### config.mk
export PLATFORM = sky130hd
export DESIGN_NAME = weighted_input_buffer
export DESIGN_NICKNAME = d
export VERILOG_FILES = /design/src/rtl/neural_net_pkg.sv /design/src/rtl/saturating_fixed_multiplier.sv /design/src/rtl/weighted_input_buffer.sv
export SDC_FILE = /design/constraint.sdc
export NUM_CORES = 2
export LEC_CHECK = 0
export BUFFER_PORTS_ARGS = -buffer_cell sky130_fd_sc_hd__buf_2
export CAP_MARGIN = 30
export CORE_ASPECT_RATIO = 0.7
export CORE_MARGIN = 2
export CORE_UTILIZATION = 59
export CTS_CLUSTER_DIAMETER = 100
export DETAILED_ROUTE_END_ITERATION = 12
export GPL_TIMING_DRIVEN = 0
export PLACE_DENSITY_LB_ADDON = 0.08
export SLEW_MARGIN = 30
export SYNTH_ARGS = -nofsm -noshare
export SYNTH_HDL_FRONTEND = slang
export SYNTH_SLANG_ARGS = --single-unit
### constraint.sdc
create_clock -name clk_in -period 82.7 [get_ports clk_in]
set_input_delay 12.405 -clock clk_in [delete_from_list [all_inputs] [get_ports clk_in]]
set_output_delay 12.405 -clock clk_in [all_outputs]
set_load 0.01 [all_outputs]
### src/rtl/neural_net_pkg.sv
// Shared types and constants for the neural-net datapath blocks.
package neural_net_pkg;

  // Default fixed-point format: Q7.8 in a 16-bit signed word
  localparam int DEFAULT_DATA_WIDTH = 16;
  localparam int DEFAULT_FRAC_BITS  = 8;

  // Saturation bounds at the default data width
  localparam logic signed [DEFAULT_DATA_WIDTH-1:0] SAT_MAX = {1'b0, {(DEFAULT_DATA_WIDTH-1){1'b1}}};
  localparam logic signed [DEFAULT_DATA_WIDTH-1:0] SAT_MIN = {1'b1, {(DEFAULT_DATA_WIDTH-1){1'b0}}};

  // Frame assembly states
  typedef enum logic [1:0] {
    COLLECT = 2'd0,
    FLUSH   = 2'd1,
    FULL    = 2'd2
  } state_t;

  // Signed sample at the default width
  typedef logic signed [DEFAULT_DATA_WIDTH-1:0] data_t;

endpackage

### src/rtl/saturating_fixed_multiplier.sv
// Combinational signed fixed-point multiply: full-width product, arithmetic
// shift down by FRAC_BITS (floor rounding), then clip to the signed range.
module saturating_fixed_multiplier #(
  parameter int DATA_WIDTH = 16,
  parameter int FRAC_BITS  = 8
) (
  input  logic signed [DATA_WIDTH-1:0] a,
  input  logic signed [DATA_WIDTH-1:0] b,
  output logic signed [DATA_WIDTH-1:0] product,
  output logic                         sat
);

  localparam int WIDE = 2 * DATA_WIDTH;

  // Output range limits, expressed both at full width (for comparison) and
  // at data width (for the clipped result)
  localparam logic signed [WIDE-1:0] MAX_WIDE = {{(DATA_WIDTH+1){1'b0}}, {(DATA_WIDTH-1){1'b1}}};
  localparam logic signed [WIDE-1:0] MIN_WIDE = {{(DATA_WIDTH+1){1'b1}}, {(DATA_WIDTH-1){1'b0}}};
  localparam logic signed [DATA_WIDTH-1:0] MAX_DATA = {1'b0, {(DATA_WIDTH-1){1'b1}}};
  localparam logic signed [DATA_WIDTH-1:0] MIN_DATA = {1'b1, {(DATA_WIDTH-1){1'b0}}};

  logic signed [WIDE-1:0] full_product;
  logic signed [WIDE-1:0] shifted;

  // Multiply, rescale and clip
  always_comb begin
    full_product = a * b;
    shifted      = full_product >>> FRAC_BITS;
    product      = shifted[DATA_WIDTH-1:0];
    sat          = 1'b0;
    if (shifted > MAX_WIDE) begin
      product = MAX_DATA;
      sat     = 1'b1;
    end else if (shifted < MIN_WIDE) begin
      product = MIN_DATA;
      sat     = 1'b1;
    end
  end

endmodule

### src/rtl/weighted_input_buffer.sv
// Collects one weighted activation per accepted sample into slot order and
// presents the finished frame as a packed vector until it is acknowledged.
module weighted_input_buffer
  import neural_net_pkg::*;
#(
  parameter int DATA_WIDTH       = DEFAULT_DATA_WIDTH,
  parameter int FRAC_BITS        = DEFAULT_FRAC_BITS,
  parameter int NUMBER_OF_INPUTS = 64
) (
  input  logic                                     clk_in,
  input  logic                                     rst_in,
  input  logic signed [DATA_WIDTH-1:0]             input_data_in,
  input  logic                                     input_valid_in,
  output logic                                     input_ready_out,
  input  logic                                     weight_wr_en_in,
  input  logic [$clog2(NUMBER_OF_INPUTS)-1:0]      weight_addr_in,
  input  logic signed [DATA_WIDTH-1:0]             weight_data_in,
  output logic [NUMBER_OF_INPUTS*DATA_WIDTH-1:0]   products_out,
  output logic                                     products_valid_out,
  input  logic                                     products_ack_in,
  output logic                                     saturated_out
);

  localparam int IDX_W = $clog2(NUMBER_OF_INPUTS);
  localparam logic [IDX_W-1:0] LAST_INDEX = IDX_W'(NUMBER_OF_INPUTS - 1);

  state_t                      state_reg;
  logic [IDX_W-1:0]            index_reg;
  logic signed [DATA_WIDTH-1:0] weight_reg [NUMBER_OF_INPUTS];
  logic signed [DATA_WIDTH-1:0] product_array_reg [NUMBER_OF_INPUTS];

  logic                        pipe_valid_reg;
  logic signed [DATA_WIDTH-1:0] pipe_product_reg;
  logic                        pipe_sat_reg;
  logic [IDX_W-1:0]            pipe_slot_reg;
  logic                        sat_accum_reg;

  logic                        accept;
  logic signed [DATA_WIDTH-1:0] current_weight;
  logic signed [DATA_WIDTH-1:0] mult_product;
  logic                        mult_sat;

  assign input_ready_out    = (state_reg == COLLECT);
  assign accept             = input_valid_in && input_ready_out;
  // Read happens before any same-edge write lands, so a colliding write only
  // affects the next frame
  assign current_weight     = weight_reg[index_reg];
  assign products_valid_out = (state_reg == FULL);
  assign saturated_out      = (state_reg == FULL) && sat_accum_reg;

  saturating_fixed_multiplier #(
    .DATA_WIDTH (DATA_WIDTH),
    .FRAC_BITS  (FRAC_BITS)
  ) u_mult (
    .a       (input_data_in),
    .b       (current_weight),
    .product (mult_product),
    .sat     (mult_sat)
  );

  // Weight register file, writable in every state
  always_ff @(posedge clk_in or posedge rst_in) begin
    if (rst_in) begin
      for (int i = 0; i < NUMBER_OF_INPUTS; i++) weight_reg[i] <= '0;
    end else if (weight_wr_en_in) begin
      weight_reg[weight_addr_in] <= weight_data_in;
    end
  end

  // Frame state and slot index
  always_ff @(posedge clk_in or posedge rst_in) begin
    if (rst_in) begin
      state_reg <= COLLECT;
      index_reg <= '0;
    end else begin
      case (state_reg)
        COLLECT: begin
          if (accept) begin
            index_reg <= index_reg + 1'b1;  // wraps to 0 after the last slot
            if (index_reg == LAST_INDEX) state_reg <= FLUSH;
          end
        end
        FLUSH:   state_reg <= FULL;
        FULL:    if (products_ack_in) state_reg <= COLLECT;
        default: state_reg <= COLLECT;
      endcase
    end
  end

  // Single pipeline stage between the multiplier and the slot store
  always_ff @(posedge clk_in or posedge rst_in) begin
    if (rst_in) begin
      pipe_valid_reg   <= 1'b0;
      pipe_product_reg <= '0;
      pipe_sat_reg     <= 1'b0;
      pipe_slot_reg    <= '0;
    end else begin
      pipe_valid_reg <= accept;
      if (accept) begin
        pipe_product_reg <= mult_product;
        pipe_sat_reg     <= mult_sat;
        pipe_slot_reg    <= index_reg;
      end
    end
  end

  // Slot store; old contents persist until overwritten by the next frame
  always_ff @(posedge clk_in or posedge rst_in) begin
    if (rst_in) begin
      for (int i = 0; i < NUMBER_OF_INPUTS; i++) product_array_reg[i] <= '0;
    end else if (pipe_valid_reg) begin
      product_array_reg[pipe_slot_reg] <= pipe_product_reg;
    end
  end

  // Sticky clip flag for the frame, cleared when the frame is acknowledged
  always_ff @(posedge clk_in or posedge rst_in) begin
    if (rst_in) begin
      sat_accum_reg <= 1'b0;
    end else if ((state_reg == FULL) && products_ack_in) begin
      sat_accum_reg <= 1'b0;
    end else if (pipe_valid_reg && pipe_sat_reg) begin
      sat_accum_reg <= 1'b1;
    end
  end

  // Pack slots with slot 0 in the least-significant element
  for (genvar gi = 0; gi < NUMBER_OF_INPUTS; gi++) begin : g_pack
    assign products_out[gi*DATA_WIDTH +: DATA_WIDTH] = product_array_reg[gi];
  end

endmodule
; ---- Word-level counts from Yosys, hierarchy flattened
; Index checks and enable logic that the tools add are counted.
[word_totals]
in_bits = 43
output_inout_bits = 1027
wordCells = 182
register_bits = 2081
[op_classes]
magnitude_cmp = 7
n_reduce_logical = 10
eq_ne = 6
mux = 19
bitwise = 3
addsub = 1
mul = 1
[ops]
columns = operator, count
row1 = 1024-bit bitwise mux, 2
row2 = 16-bit demux with 6-bit select, 2
row3 = 16-bit binary-select mux with 6-bit select, 1
row4 = 16-bit two-way mux, 6
row5 = 16-bit by 16-bit multiplier with 32-bit output, 1
row6 = "24-bit by 16-bit greater-than comparator with 1-bit output, second input constant", 1
row7 = "24-bit by 16-bit < comparator with 1-bit output, second input constant", 1
row8 = "7-bit >= comparator, second input constant", 3
row9 = 6-bit inverter with 7-bit output, 3
row10 = "7-bit by 1-bit < comparator with 1-bit output, second input constant", 2
row11 = "6-bit by 1-bit adder with 6-bit output, second input constant", 1
row12 = "6-bit equality test, second input constant", 1
row13 = 1-bit logical AND, 6
row14 = 2-bit two-way mux, 3
row15 = "2-bit by 1-bit != test with 1-bit output, second input constant", 3
row16 = 2-bit one-hot mux with 3 select lines, 1
row17 = 1-bit two-way mux, 4
row18 = 3-bit AND reduction, 1
row19 = "2-bit by 1-bit equality test with 1-bit output, second input constant", 1
row20 = "2-bit equality test, second input constant", 1
row21 = 2-bit zero test, 1
row22 = 2-bit AND reduction, 1
row23 = 2-bit nonzero test, 1

; ---- Logic depth before layout (Yosys ltp)
[depth]
ltp_word = 8
depth_mapped = 37
mapped_depth_nobuf = 30

; ---- Modules after synthesis
; A second synthesis with hierarchy kept.
[unflattened]
hier_cells = 6533
hier_area_um2 = 96640.2
[by_module_without_submodules]
columns = mod, instances, cells_each, area_each_um2, seq_area_each_um2
row1 = weighted_input_buffer, 1, 5396, 86526.7, 52074.9
row2 = saturating_fixed_multiplier, 1, 1137, 10113.4, 0.0

; ---- Least setup slack after synthesis
; OpenSTA, ideal clock, no wires.
[synth_path]
path_type = input to register
startpoint = input input_data_in[15]
endpoint = register pipe_product_reg[0]
t_arrival_ns = 19.059
setup_slack_ns = 63.503
setup_time_ns = 0.138
stages = 25
cell_sequence = clkbuf_1 nand2_1 fa_1 inv_1 fa_1 inv_1 fa_1 fa_1 fa_1 fa_1 inv_1 ha_1 clkbuf_1 nand2_1 o21ai_0 a21o_1 a21oi_1 o21ai_0 o21bai_1 o41ai_4 xor2_1 nand4bb_4 nor3_4 buf_6 o32ai_1
[synth_via]
elab_chain_cells = 4
elab_cells_between_ends = 5
[synth_lines]
columns = element, line
row1 = from (decl), weighted_input_buffer.sv:12  ; input logic signed [DATA_WIDTH-1:0] input_data_in,
row2 = 16-bit by 16-bit multiplier with 32-bit output *, saturating_fixed_multiplier.sv:27  ; full_product = a * b;
row3 = 24-bit by 16-bit < comparator with 1-bit output, saturating_fixed_multiplier.sv:34  ; end else if (shifted < MIN_WIDE) begin
row4 = 16-bit two-way mux, saturating_fixed_multiplier.sv:34
row5 = 16-bit two-way mux *, saturating_fixed_multiplier.sv:31  ; if (shifted > MAX_WIDE) begin
row6 = to (signal assigned), weighted_input_buffer.sv:100  ; pipe_product_reg <= mult_product;
row7 = to (decl), weighted_input_buffer.sv:33  ; logic signed [DATA_WIDTH-1:0] pipe_product_reg;
; Mark *: on every way between the ends. The rest lies on a longest branch, timed or not.
; A chain may end at the register's enable or synchronous reset.

; ---- Worst setup path in the final report
[layout_path]
startpoint = input input_data_in[15]
endpoint = register pipe_product_reg[8]
; The elaborated chain is that of the path after synthesis.

==> results_dict.tcl <==
set metrics [dict create \
    outcome "completed" \
    syn-mean-instance-area_um2 14.9 \
    clock_tree_from_tritoncts "built" \
    postCtsResizedCells 0 \
    drtAntennaViolNets 0 \
    slew_headroom_pct 23.7 \
    hpwl_after_detailed_placement_um 259000 \
    vias_per_cell 6.31 \
    critPathArrivalTime_ps 21250 \
    timing.critical_path.to_type "flip-flop" \
    layout_cells_sized_above_1_pct 49.7 \
    grt_antenna_before_repair 28 \
    regToRegEndpoint "pipe_product_reg[8]" \
    wire_length_of_the_first_global_routing_pass_um 477000 \
    r2r_slack_ps 69930 \
    worstMarginPinSlew_ps 1140 \
    cts.clk_slew.worst_paths_ps 70 \
    layout.nets 8200 \
    timing.final.hold_violations 0 \
    chipHeight_um 343 \
    finalCriticalPeriod_ps 20570 \
    mappedNetlistNets 6915 \
    initial_core_util_pct 59.4 \
    clock_path_buffers 3 \
    numCtsBuffers 193 \
    detailroute.via_count 64300 \
    setup.worst_path.class "input pin to flip-flop" \
    clkLatencyLatePin_ps 850 \
    critPathRequiredTime_ps 83380 \
    row_count 124 \
    floorplan.die.width_um 489 \
    design.portCount 1070 \
    skew_ps 39.5 \
    worst_r2r_startpoint "index_reg[1]" \
    detail_route.wl_per_cell_um 33.2 \
    synth.top_cells.by_area "sky130_fd_sc_hd__dfrtp_1, sky130_fd_sc_hd__mux2_2, sky130_fd_sc_hd__mux4_2" \
    synth_top_area_cell "sky130_fd_sc_hd__dfrtp_1" \
    fp.coreArea_um2 163000 \
    fin_setup_tns_ps 0 \
    drv.max_cap_violation_count 0 \
    final_min_period_over_clock_period_pct 24.9 \
    critPathSlowestCell "sky130_fd_sc_hd__fa_1" \
    ys_warn_count 0 \
    critical_path_peak_fanout 10 \
    drt_wl_total_um 339000 \
    path_common_cell "sky130_fd_sc_hd__fa_1" \
    synth.yosys.seq_area_share_pct 53.7 \
    dominantRegCellSynth "sky130_fd_sc_hd__dfrtp_1" \
    gr-total-overflow 0 \
    route.detailed.drc 0 \
    fmax_mhz 48.6 \
    area_added_between_synthesis_and_finish_pct 16.4 \
    synth_async_sr_flop_share_pct 100 \
    cp-start-kind "input pin" \
    buffers_on_ports 1053 \
    yosysUniqueCellTypes 84 \
    final_max_slew_viol_count 0 \
    detailedRoute.firstIterationViolations 6611 \
    synth-edff-count 0 \
    synth_top_area_share_pct 53.7 \
    worst_r2r_path_depth 34 \
    drt_first_pass_iters 8 \
    clk_sinks 2081 \
    worst_setup_path_endpoint "pipe_product_reg[8]" \
    clk_root_buffer_cell "sky130_fd_sc_hd__clkbuf_16" \
    hold_class "flip-flop to flip-flop" \
    grt_max_degree 98 \
    clock_tree.htree_level_count 4 \
    setup-violations-final 0 \
    total_standard_cell_area_after_synthesis_um2 97000 \
    grt_setup_unrepaired "false" \
    place_congestion 0.989 \
    floorplan_die_area_um2 168000 \
    netlist_instances 6531 \
    grt_pass1_vias 63400 \
    critical_path.max_stage_delay_ps 970 \
    grt_usage_pct 40.3 \
    cp-startpoint "input_data_in[15]" \
    post_cts_hold_buffer_count 0 \
    synth-seq-cells 2081 \
    cts_setup_buffers 0 \
]
[layout make-up]
type                            count  area [um^2]
Inverter                          308         1160
Buffer                            521         2310
Clock buffer                      296         5900
Sequential cell                  2081        52100
Multi-Input combinational cell   3621        41600
Tap cell                         2205         2760
Timing Repair Buffer             1090         6200
Fill cell                       11500        50400
Clock inverter                     58          850
Antenna cell                       14         35.0
[per-layer routing]
| layer | GRT usage [%] | routed length (um) | up-vias |
|---|---|---|---|
| li1 | - | - | 25500 |
| met1 | 58.4 | 139000 | 34600 |
| met2 | 54.3 | 139000 | 3500 |
| met3 | 16.0 | 43800 | 650 |
| met4 | 16.9 | 17100 | 14 |
| met5 | 0 | 88 | - |
[placed cells by master (no fill, tap or decap), types with 69 or more instances in the layout]
cell type / Yosys / final
sky130_fd_sc_hd__dfrtp_1: 2081 / 2081
sky130_fd_sc_hd__mux2_2: 2050 / 2050
sky130_fd_sc_hd__buf_2: 36 / 1102
sky130_fd_sc_hd__clkbuf_1: 412 / 382
sky130_fd_sc_hd__inv_1: 305 / 304
sky130_fd_sc_hd__mux4_2: 299 / 299
sky130_fd_sc_hd__fa_1: 261 / 261
sky130_fd_sc_hd__nand2_1: 231 / 231
sky130_fd_sc_hd__clkbuf_16: 0 / 195
sky130_fd_sc_hd__and2_1: 145 / 145
sky130_fd_sc_hd__nor2_1: 119 / 111
sky130_fd_sc_hd__ha_1: 80 / 80
sky130_fd_sc_hd__clkbuf_2: 1 / 69
[critical path: cells and delay by family]
kind | cells | cell delay, ps
compound gates | 7 | 2040
xor+xnor | 1 | 340
fa+ha+maj | 7 | 3760
buf+inv | 7 | 1620
simple gates | 4 | 1070
[Yosys cell counts, drive strengths merged (7+ instances only)]
| cell type | n |
|---|---|
| dfrtp | 2081 |
| mux2 | 2051 |
| clkbuf | 413 |
| inv | 308 |
| mux4 | 299 |
| fa | 261 |
| nand2 | 231 |
| and2 | 145 |
| nor2 | 120 |
| buf | 108 |
| ha | 80 |
| mux2i | 49 |
| a21oi | 48 |
| o21ai | 42 |
| xnor2 | 29 |
| a21o | 23 |
| nand3 | 20 |
| nor2b | 20 |
| a22oi | 15 |
| nor3 | 15 |
| o32ai | 15 |
| nand2b | 13 |
| nand4 | 13 |
| and3 | 9 |
| or2 | 9 |
| a211oi | 8 |
| nand3b | 8 |
| o21bai | 8 |
| xor2 | 7 |
[logic make-up after synthesis]
group                    count (synthesis)  share of synthesized area [%]
XOR/XNOR                                36                          0.325
flip-flops                            2081                           53.7
AO/OA/AOI/OAI                          212                           1.60
multiplexers                          2399                           31.2
adder cells (fa/ha/maj)                341                           6.42
buffers and inverters                  829                           3.46
AND/OR/NAND/NOR                        633                           3.28
[stage by stage]
step / util [%] / hold WS, ps / setup WS [ps] / cell area (um^2) / instances
final: 69.1 / 499 / 62130 / 113000 / 10200
after CTS: 69.1 / 496 / 62450 / 113000 / 10200
after global placement: 64.3 / 460 / -8670 / 105000 / 9789
after global routing: 69.1 / 505 / 61890 / 113000 / 10200
after floorplan: - / 440 / 11510 / 97000 / 6531
after detailed placement: 65.0 / 486 / 61580 / 106000 / 9825
[how the worst min path moves through the flow]
stage | from | endpoint | slack [ps] | depth (start not counted)
after floorplan | state_reg[1] | state_reg[1] | 440 | 1
after global placement | state_reg[1] | state_reg[1] | 460 | 1
after detailed placement | state_reg[1] | state_reg[1] | 490 | 1
after CTS | state_reg[1] | state_reg[1] | 500 | 1
after global routing | weight_reg[594] | weight_reg[594] | 500 | 1
final | products_out[674] | products_out[674] | 500 | 1
Power is left out: the tool's default activity adds up to more than one toggle a clock period on the data nets, which glitch-free logic cannot reach.
